### src/rtl/if_stage_pkg.sv
`default_nettype none
// +--------------------------------------------------------------------+
// | if_stage_pkg : next-PC encodings and fetch constants shared with   |
// | the ID-stage controller.                Rev 1.0                    |
// +--------------------------------------------------------------------+
package if_stage_pkg;

  typedef enum logic [1:0] {
    NPC_PC4  = 2'b00,
    NPC_JMP  = 2'b01,
    NPC_JAL  = 2'b10,
    NPC_JALR = 2'b11
  } npc_op_e;

  localparam logic [31:0] NOP_INST_DEFAULT = 32'h0000_0013;
  localparam logic [31:0] RESET_PC_DEFAULT = 32'h0000_0000;

endpackage : if_stage_pkg
`default_nettype wire

### src/rtl/if_stage_npc_calc.sv
`default_nettype none
// +--------------------------------------------------------------------+
// | npc_calc : resolves the EX-stage npc_op into a redirect decision   |
// | and the next fetch address.             Rev 1.0                    |
// +--------------------------------------------------------------------+
module npc_calc
  import if_stage_pkg::*;
(
  input  logic [1:0]  ex_npc_op,
  input  logic        ex_br_taken,
  input  logic        ex_valid,
  input  logic [31:0] ex_pc,
  input  logic [31:0] ex_imm,
  input  logic [31:0] ex_rs1,
  input  logic [31:0] pc,
  output logic        redirect,
  output logic [31:0] next_pc,
  output logic        misaligned
);

  logic        is_jal;
  logic        is_jalr;
  logic        is_taken_br;
  logic [31:0] raw_target;
  logic [31:0] target;

  assign is_jal      = (ex_npc_op == NPC_JAL);
  assign is_jalr     = (ex_npc_op == NPC_JALR);
  assign is_taken_br = (ex_npc_op == NPC_JMP) && ex_br_taken;

  assign redirect = ex_valid && (is_jal || is_jalr || is_taken_br);

  always_comb begin
    raw_target = ex_pc + ex_imm;
    if (is_jalr) begin
      raw_target = (ex_rs1 + ex_imm) & 32'hFFFF_FFFE;
    end
    // A halfword-aligned target is still taken, but snapped to a word.
    target = raw_target;
    if (raw_target[1]) begin
      target[1:0] = 2'b00;
    end
  end

  assign misaligned = redirect && raw_target[1];
  assign next_pc    = redirect ? target : (pc + 32'd4);

endmodule : npc_calc
`default_nettype wire

### src/rtl/if_stage.sv
`default_nettype none
// +--------------------------------------------------------------------+
// | if_stage : PC register, IF/ID pipeline register and redirect       |
// | priority for the RV32I fetch stage.     Rev 1.0                    |
// +--------------------------------------------------------------------+
module if_stage
  import if_stage_pkg::*;
#(
  parameter logic [31:0] RESET_PC = RESET_PC_DEFAULT,
  parameter logic [31:0] NOP_INST = NOP_INST_DEFAULT
) (
  input  logic        clk,
  input  logic        rst_n,
  output logic [31:0] irom_addr,
  input  logic [31:0] irom_inst,
  input  logic        stall,
  input  logic        ex_valid,
  input  logic [1:0]  ex_npc_op,
  input  logic        ex_br_taken,
  input  logic [31:0] ex_pc,
  input  logic [31:0] ex_imm,
  input  logic [31:0] ex_rs1,
  output logic [31:0] id_inst,
  output logic [31:0] id_pc,
  output logic [31:0] id_pc4,
  output logic        id_valid,
  output logic        redirect,
  output logic        target_misaligned
);

  logic [31:0] pc_q,       pc_d;
  logic [31:0] id_inst_q,  id_inst_d;
  logic [31:0] id_pc_q,    id_pc_d;
  logic [31:0] id_pc4_q,   id_pc4_d;
  logic        id_valid_q, id_valid_d;
  logic        misalign_q, misalign_d;

  logic [31:0] npc;
  logic        npc_misaligned;
  logic [31:0] pc_plus4;

  npc_calc u_npc_calc (
    .ex_npc_op   (ex_npc_op),
    .ex_br_taken (ex_br_taken),
    .ex_valid    (ex_valid),
    .ex_pc       (ex_pc),
    .ex_imm      (ex_imm),
    .ex_rs1      (ex_rs1),
    .pc          (pc_q),
    .redirect    (redirect),
    .next_pc     (npc),
    .misaligned  (npc_misaligned)
  );

  assign pc_plus4 = pc_q + 32'd4;

  always_comb begin
    pc_d       = pc_q;
    id_inst_d  = id_inst_q;
    id_pc_d    = id_pc_q;
    id_pc4_d   = id_pc4_q;
    id_valid_d = id_valid_q;
    misalign_d = npc_misaligned;
    // Redirect overrides stall: whatever ID is holding is wrong-path.
    if (redirect) begin
      pc_d       = npc;
      id_inst_d  = NOP_INST;
      id_valid_d = 1'b0;
    end else if (!stall) begin
      pc_d       = pc_plus4;
      id_inst_d  = irom_inst;
      id_pc_d    = pc_q;
      id_pc4_d   = pc_plus4;
      id_valid_d = 1'b1;
    end
  end

  always_ff @(posedge clk) begin
    if (!rst_n) begin
      pc_q       <= RESET_PC;
      id_inst_q  <= NOP_INST;
      id_pc_q    <= 32'd0;
      id_pc4_q   <= 32'd0;
      id_valid_q <= 1'b0;
      misalign_q <= 1'b0;
    end else begin
      pc_q       <= pc_d;
      id_inst_q  <= id_inst_d;
      id_pc_q    <= id_pc_d;
      id_pc4_q   <= id_pc4_d;
      id_valid_q <= id_valid_d;
      misalign_q <= misalign_d;
    end
  end

  assign irom_addr         = pc_q;
  assign id_inst           = id_inst_q;
  assign id_pc             = id_pc_q;
  assign id_pc4            = id_pc4_q;
  assign id_valid          = id_valid_q;
  assign target_misaligned = misalign_q;

endmodule : if_stage
`default_nettype wire

### config.mk
export PLATFORM = sky130hd
export DESIGN_NAME = if_stage
export DESIGN_NICKNAME = d
export VERILOG_FILES = /design/src/rtl/if_stage_pkg.sv /design/src/rtl/if_stage_npc_calc.sv /design/src/rtl/if_stage.sv
export SDC_FILE = /design/constraint.sdc
export NUM_CORES = 1
export LEC_CHECK = 0
export CAP_MARGIN = 20
export CORE_ASPECT_RATIO = 2
export CORE_MARGIN = 2
export CORE_UTILIZATION = 44
export DETAILED_ROUTE_END_ITERATION = 8
export GPL_ROUTABILITY_DRIVEN = 0
export PLACE_DENSITY = 0.8
export SLEW_MARGIN = 20
export SYNTH_ARGS = -nofsm -noshare
export SYNTH_HDL_FRONTEND = slang
export SYNTH_SLANG_ARGS = --single-unit
### constraint.sdc
create_clock -name clk -period 2.65 [get_ports clk]
set_input_delay 0.3975 -clock clk [delete_from_list [all_inputs] [get_ports clk]]
set_output_delay 0.3975 -clock clk [all_outputs]
set_load 0.05 [all_outputs]
**Word-level counts from Yosys, hierarchy flattened**

Index checks and enable logic that the tools add are counted.

- Register bits after elaboration: 130
- Bits of input ports: 135
- Output and inout bits: 131
- Word-level logic and storage cells: 27

- Add/subtract/negate cells: 3
- Eq/ne operators: 4
- Muxes and demuxes: 4
- Bitwise logic cells: 3
- Reduce and logical (&&, ||, !) cells: 7

Operator list:

| cell | number |
|---|---|
| 2-to-1 mux 32 bit | 3 |
| adder 32 bit | 2 |
| adder 32 x 3 -> 32 bit (second input constant) | 1 |
| equality test 2 bit (second input constant) | 2 |
| logical AND 1 bit | 3 |
| NOT 1 bit | 3 |
| equality test 2 x 1 -> 1 bit (second input constant) | 1 |
| logical OR 1 bit | 2 |
| != test 2 x 1 -> 1 bit (second input constant) | 1 |
| AND reduction 2 bit | 1 |
| OR reduction 2 bit | 1 |
| 2-to-1 mux 1 bit | 1 |

**Depth between registers and ports, before layout**

Gate-level depths: netlist (run 1).

- Depth in word-level cells: 6
- Gate-level depth with buffers: 12
- Mapped depth without buffers: 12

**Modules after synthesis**

Synthesis (run 1) repeated with hierarchy kept, for this count alone.

- Cell total of the unflattened synthesis: 1,333
- Area, all modules: 10,094.7 um^2

Modules (own cells, without submodules):

| module | instances | cells an instance | area an instance (um^2) | sequential area each (um^2) |
|---|---|---|---|---|
| if_stage | 1 | 676 | 5,666.7 | 2,562.5 |
| npc_calc | 1 | 657 | 4,428.0 | 0.0 |

**Worst setup path before layout (run 1)**

Ideal clock, no wire load.

- Path type: input port to flip-flop
- From: in ex_pc[0]
- To: reg pc_q[28], in the netlist irom_addr[28]
- Setup time: 0.120 ns
- Arrival time: 2.652 ns
- Required time: 2.530 ns
- Setup slack: -0.121 ns
- Stages: 12
- Buffers on the path: 0
- Cell sequence: ha_1 inv_1 fa_1 and2b_1 o21bai_4 a31oi_2 o311ai_2 o31a_1 o21a_1 nand3b_4 and4_4 o31a_1

- Longest elaborated chain between the ends: 3

Ends and longest elaborated chain:

| what | RTL line | RTL |
|---|---|---|
| start, declared | if_stage.sv:20 | `input logic [31:0] ex_pc,` |
| adder 32 bit | if_stage_npc_calc.sv:34 | `raw_target = ex_pc + ex_imm;` |
| 2-to-1 mux 32 bit | if_stage_npc_calc.sv:35 | `if (is_jalr) begin` |
| 2-to-1 mux 32 bit | if_stage.sv:65 | `if (redirect) begin` |
| end signal, assigned | if_stage.sv:87 | `pc_q <= pc_d;` |
| end, declared | if_stage.sv:31 | `logic [31:0] pc_q, pc_d;` |

No other way between the ends.
A chain may end at the register's enable or synchronous reset.

**Worst setup path in the final report (run 1)**

- From: in ex_rs1[2]
- To: reg pc_q[31], in the netlist irom_addr[31]

- Longest elaborated chain between the ends: 3

Ends and longest elaborated chain:

| what | RTL line | RTL |
|---|---|---|
| start, declared | if_stage.sv:22 | `input logic [31:0] ex_rs1,` |
| adder 32 bit | if_stage_npc_calc.sv:36 | `raw_target = (ex_rs1 + ex_imm) & 32'hFFFF_FFFE;` |
| 2-to-1 mux 32 bit | if_stage_npc_calc.sv:35 |  |
| 2-to-1 mux 32 bit | if_stage.sv:65 |  |

No other way between the ends.

==> results of run 1 <==
-- per-stage QoR --
step	worst slack (ns)	instance area [um2]	total power, mW
3_3_place_gp	-0.8116	13290	4.803
5_1_grt	-0.05321	14720	7.883
2_1_floorplan	-0.02366	8972	3.690
3_5_place_dp	-0.8710	13290	4.854
4_1_cts	-0.004357	14160	7.424
6_report	-0.01385	14720	7.596
-- final timing paths --
kind,startpoint,to,depth (start not counted)
max,ex_rs1[2],irom_addr[31],12
min,id_valid,id_valid,2
max reg2reg,irom_addr[2],irom_addr[28],10
min reg2reg,id_valid,id_valid,2
-- critical path: cells and delay by family --
| family | cells | cell delay, ns |
|---|---|---|
| AO/OA/AOI/OAI | 4 | 1.21 |
| AND/OR/NAND/NOR | 4 | 0.54 |
| buffers and inverters | 2 | 0.38 |
| XOR/XNOR | 1 | 0.13 |
| adder cells (fa/ha/maj) | 1 | 0.29 |
-- final cells by class --
class / count / area, um2 / share of cell area
Antenna cell: 1 / 2.502 / 0.0001700
Clock inverter: 6 / 130.1 / 0.008842
Clock buffer: 24 / 501.7 / 0.03409
Timing Repair Buffer: 487 / 4358 / 0.2961
Tap cell: 262 / 327.8 / 0.02228
Sequential cell: 126 / 2529 / 0.1718
Inverter: 26 / 97.59 / 0.006632
Multi-Input combinational cell: 930 / 6770 / 0.4600
-- routing by layer --
| metal | up-vias | routed length [um] | global-route usage | share of wire |
|---|---|---|---|---|
| met5 | - | 0 | 0 | 0 |
| met1 | 4939 | 11630 | 0.2675 | 0.34 |
| met4 | 0 | 2177 | 0.1971 | 0.064 |
| met3 | 166 | 1990 | 0.05036 | 0.059 |
| li1 | 4956 | - | - | - |
| met2 | 549 | 18190 | 0.5546 | 0.54 |
-- state kept, by name (all words and copies together) (netlist names) --
name and cells:
id_inst 32, id_pc 31, irom_addr 31, id_pc4 30, id_valid 1, target_misaligned 1
-- cell families after synthesis --
logic type,after synthesis
mux,38
flops,126
xor+xnor,101
fa+ha+maj,64
other cells,1
compound gates,318
simple gates,406
buf+inv,88
-- report_power, final --
group / internal [mW] / total, mW / switching, mW
Combinational: 1.33 / 2.97 / 1.65
Sequential: 2.02 / 2.12 / 0.0955
Clock: 1.69 / 2.50 / 0.815
-- repair_timing --
| item | CTS | global route |
|---|---|---|
| cloned | 0 | 0 |
| gates resized for setup | 60 | 103 |
| setup endpoints to repair | 17 | 20 |
| setup buffers | 7 | 3 |
| pin swaps | 38 | 45 |
| hold endpoints to repair | 0 | 0 |
-- layout by cell type (no fill, tap or decap), types with 5 or more instances in the layout --
| cell type | n |
|---|---|
| clkdlybuf4s50_1 | 219 |
| a31oi_1 | 9 |
| nand3_2 | 5 |
| and3_1 | 12 |
| buf_4 | 223 |
| nand4_1 | 14 |
| o21ai_2 | 5 |
| dfxtp_2 | 5 |
| ha_1 | 28 |
| a21oi_2 | 21 |
| o21ai_0 | 37 |
| a311oi_1 | 8 |
| a21oi_1 | 94 |
| dlygate4sd2_1 | 10 |
| xor2_1 | 36 |
| a21o_1 | 26 |
| nor3_1 | 9 |
| o21bai_1 | 9 |
| dlymetal6s2s_1 | 26 |
| o21a_1 | 7 |
| and2_1 | 9 |
| clkbuf_16 | 17 |
| nand2_1 | 148 |
| dfxtp_1 | 121 |
| mux2i_1 | 37 |
| a221oi_1 | 5 |
| a211oi_1 | 41 |
| nand3_1 | 23 |
| xnor2_1 | 64 |
| nor2_1 | 129 |
| or3_1 | 9 |
| inv_1 | 21 |
| ha_4 | 31 |
| nand2b_1 | 11 |
| clkbuf_8 | 5 |
==> reports/metrics.cfg, run 1 <==
[yosys]
synthFlopType=dfxtp_1
async_flop_share=0
synth_common_cells=nand2_1, nor2_1, dfxtp_1
synth_enable_flop_cells=0
synth_top_area_cell=dfxtp_1
ys_seq_area_frac=0.2827
synth_compound_area_frac=0.2305
synth_top_area_share=0.2827
synth_cell_types=84
synth_most_common_cell=nand2_1
synth-simple-area-share=0.2117
synth-seq-cells=126
synth_area_mm2=0.008924
synth-xor-area-share=0.09913
ys_top_cells_by_area=dfxtp_1, ha_1, a21oi_1
syn_inst=1142
synth_top_family_by_area=compound AO/OA/AOI/OAI gates
muxShareOfSynthArea=0.04277
synthAdderAreaFrac=0.09142
avgSynthCellArea_um2=7.814
yosys_warnings=0

[sta]
hold_viol=0
worst_pin_slew_ns=0.6052
final_max_slew_viol_count=0
whs_ns=0.4518
max_freq_ghz=0.3754
fin_setup_tns_ns=-0.01612
clock_skew_ns=0.009118
finalCritPeriodShare=1.005
layout_min_cycle_time_ns=2.664
setup_ws_ns=-0.01385
finalSetupViolations=2
slew-limit-headroom=0.5953

[detailed_routing]
route.detailed.drc=0
wl_per_cell_um=18.25
vias=10610
wl_um=33990
antenna_left=0
vias_per_cell=5.698
drt_iter0_markers=828
dr.pass1.iters=5

[status]
violations=setup timing
status=finished, violations left

[clocking]
holdBufCountCts=0
clk_pin_slew_worst_paths_ns=0.05
cts_root_buf=clkbuf_16
htreeDepth=4
cts_buffers=17
cts_sinks=126
cts_tree=yes
insertion_delay_ns=0.42
cts_max_path_buffers=2

[global_route]
grt_max_degree=57
grt_pass1_wl_um=49700
grt_overflow=0
first_global_vias=10460
grt_usage=0.2864
antenna_found_initial=1

[die]
core-area_mm2=0.01991
die-height_um=205.4
fp.dieW_um=104.7
core.rowCount=73
die-area_mm2=0.02151
start_util=0.4482
ios=266

[pwr]
power_leakage_nw=6.231
ir_worst_vdd_v=0.0004717
power-per-cell-area_mw_per_mm2=516.1

[setup_path]
start_kind=input port
cpPeakStageDelay_ns=0.42
critPathCaptureType=register
r2r_slack_ns=0.19
crit_fanout=3
cp_cell_sequence=dlygate4sd2_1, ha_4, buf_6, nand4_1, a21oi_2, nor2_2, o211ai_1, nand3_2, o21ai_2, xnor2_1, nor2_1, o41a_1
worstPathRequired_ns=2.94
crit_slowest_cell=o211ai_1
crit_arrival_ns=2.95
crit_type=input port to register

[job]
maxCapViolations=0

[cells_and_area]
syn2layout_area_growth_pct=64.92
stdcell_count=1862
final_util=0.7391
drive_gt1_frac=0.2402
nets=1787
fillers=1422

[placed_design]
portBuffers=262
dp_hpwl_um=25040
dp_cells=1822

[worst_hold_path]
hp-class=register to register

Note: power is estimated with default switching activity, not from simulation.
==> run 2, diff against run 1 <==
Settings changed: CORE_ASPECT_RATIO 2 to not set, CORE_UTILIZATION 44 to 49, PLACE_DENSITY 0.8 to 0.85.
Clock period 2.65 ns to 3 ns, I/O delays scaled along.
==> reports/metrics.cfg, run 2 (same netlist as run 1, synthesis figures left out) <==
[clocking]
clk_pin_slew_worst_paths_ns=0.06  ; about the same
cts_buffers=17  ; unchanged
postCtsSetupBuffers=0  ; -7
insertion_delay_ns=0.42  ; about the same
cts_tree=yes
holdBufCountCts=0  ; unchanged
htreeDepth=4  ; unchanged
cts_max_path_buffers=2  ; unchanged
cts_root_buf=clkbuf_16
cts_sinks=126  ; unchanged

[setup_path]
reg2reg_depth=9  ; -1
worstSetupStartpoint=ex_pc[1]
crit_type=input port to register
worstPathRequired_ns=3.27  ; +0.33 ns
start_kind=input port
crit_fanout=3  ; unchanged
r2r_end=irom_addr[24]
r2r-start=irom_addr[3]
crit_arrival_ns=3.18  ; +0.23 ns
critPathCaptureType=register
crit_end=irom_addr[30]
r2r_slack_ns=0.35  ; +0.16 ns

[pwr]
power-per-cell-area_mw_per_mm2=479.0  ; -7.2%
ir_worst_vdd_v=0.0004422  ; -6.3%
fin_total_pwr_mw=6.392  ; -16%
power_leakage_nw=5.512  ; -12%

[die]
die-height_um=139.0  ; -32%
core.rowCount=49  ; -33%
ios=266  ; unchanged
die-area_mm2=0.01931  ; -10%
start_util=0.4985  ; +0.05030
fp.dieW_um=139.0  ; +33%
core-area_mm2=0.01790  ; -10%

[sta]
slew-limit-headroom=0.6169  ; +0.02164
setup_ws_ns=0.09377  ; +0.1076 ns
fin_setup_tns_ns=0  ; +0.01612 ns
worst_pin_slew_ns=0.5729  ; -0.03235 ns
layout_min_cycle_time_ns=2.906
clock_skew_ns=0.006431  ; -0.002687 ns
finalCritPeriodShare=0.9687
finalSetupViolations=0  ; -2
final_max_slew_viol_count=0  ; unchanged
max_freq_ghz=0.3441
hold_viol=0  ; unchanged

[detailed_routing]
wl_um=29310  ; -14%
route.detailed.drc=0  ; unchanged
wl_per_cell_um=16.78  ; -8.1%
vias=9832  ; -7.3%
antenna_left=0  ; unchanged
drt_iter0_markers=1014  ; +22%
vias_per_cell=5.628  ; -1.2%
dr.pass1.iters=6  ; +1

[cells_and_area]
largest_reg_flops=32  ; unchanged
drive_gt1_frac=0.1397  ; -0.1005
final_common_cell=clkdlybuf4s50_1
diodes=0  ; -1
mostFrequentLayoutCells=clkdlybuf4s50_1, nand2_1, buf_4, nor2_1, dfxtp_1
final_util=0.7455  ; +0.006359
syn2layout_area_growth_pct=49.55
nets=1704  ; -4.6%

[global_route]
grt_overflow=0  ; unchanged
first_global_vias=9417  ; -10%
grt_usage=0.2915  ; +0.005161
grt_pass1_wl_um=46690  ; -6.1%
antenna_found_initial=0  ; -1
grt_max_degree=88  ; +54%

[placed_design]
dp_hpwl_um=22670  ; -9.5%
portBuffers=262  ; unchanged
pre_cts_ws_ns=-0.6345  ; +0.2365 ns

[worst_hold_path]
hp-class=register to register

[job]
maxCapViolations=0  ; unchanged

[status]
status=complete, no violations

==> run 2: metrics by stage <==
stage | hold slack (ns) | cell area [um2] | cells
3_5_place_dp | 0.4428 | 12660 | 1715
4_1_cts | 0.4519 | 13320 | 1747
6_report | 0.4546 | 13350 | 1747
3_3_place_gp | 0.4374 | 12660 | 1715
5_1_grt | 0.4738 | 13350 | 1747
2_1_floorplan | 0.4455 | 8931 | 1144
==> run 2: final cells by class <==
class / count / area [um2]
Fill cell: 1295 / 4557
Multi-Input combinational cell: 930 / 6098
Sequential cell: 126 / 2522
Inverter: 26 / 97.59
Clock buffer: 17 / 425.4
Clock inverter: 15 / 211.5
Tap cell: 229 / 286.5
Timing Repair Buffer: 404 / 3704
==> run 2: what timing repair did <==
item,4_1_cts,5_1_grt
setup endpoints to repair,2,7
pin swaps,7,3
gates resized for setup,6,8
==> run 2: worst max-delay path, stage by stage <==
cell and delay, ns:
clkdlybuf4s50_1 0.48, inv_1 0.07, fa_2 0.39, and2b_2 0.27, o21bai_4 0.08, a31oi_4 0.21
a41o_1 0.26, nor4_2 0.08, o31ai_1 0.27, buf_4 0.16, mux2_2 0.34, nor2_2 0.08
a211oi_1 0.05
==> run 2: power breakdown <==
part / leakage [nW] / switching, mW / internal, mW
clock network: 0.314 / 0.806 / 1.40
registers: 1.03 / 0.102 / 1.79
logic: 4.17 / 1.30 / 0.992
total: 5.51 / 2.21 / 4.18
==> run 2: metal layers <==
layer / track usage / vias up / part of all wire
met3: 0.04903 / 72 / 0.067
met4: 0.09623 / 0 / 0.023
met2: 0.4918 / 439 / 0.48
li1: - / 4783 / -
met1: 0.3804 / 4538 / 0.43
met5: 0 / - / 0
==> run 2: worst min-delay path by stage <==
stage | start | endpoint | slack (ns) | depth (start not counted)
global placement | id_valid | id_valid | 0.44 | 2
detailed placement | id_valid | id_valid | 0.44 | 2
CTS | id_valid | id_valid | 0.45 | 2
finish | id_pc[9] | id_pc[9] | 0.45 | 2
global route | id_pc[26] | id_pc[26] | 0.47 | 2
floorplan | irom_addr[0] | irom_addr[0] | 0.45 | 2
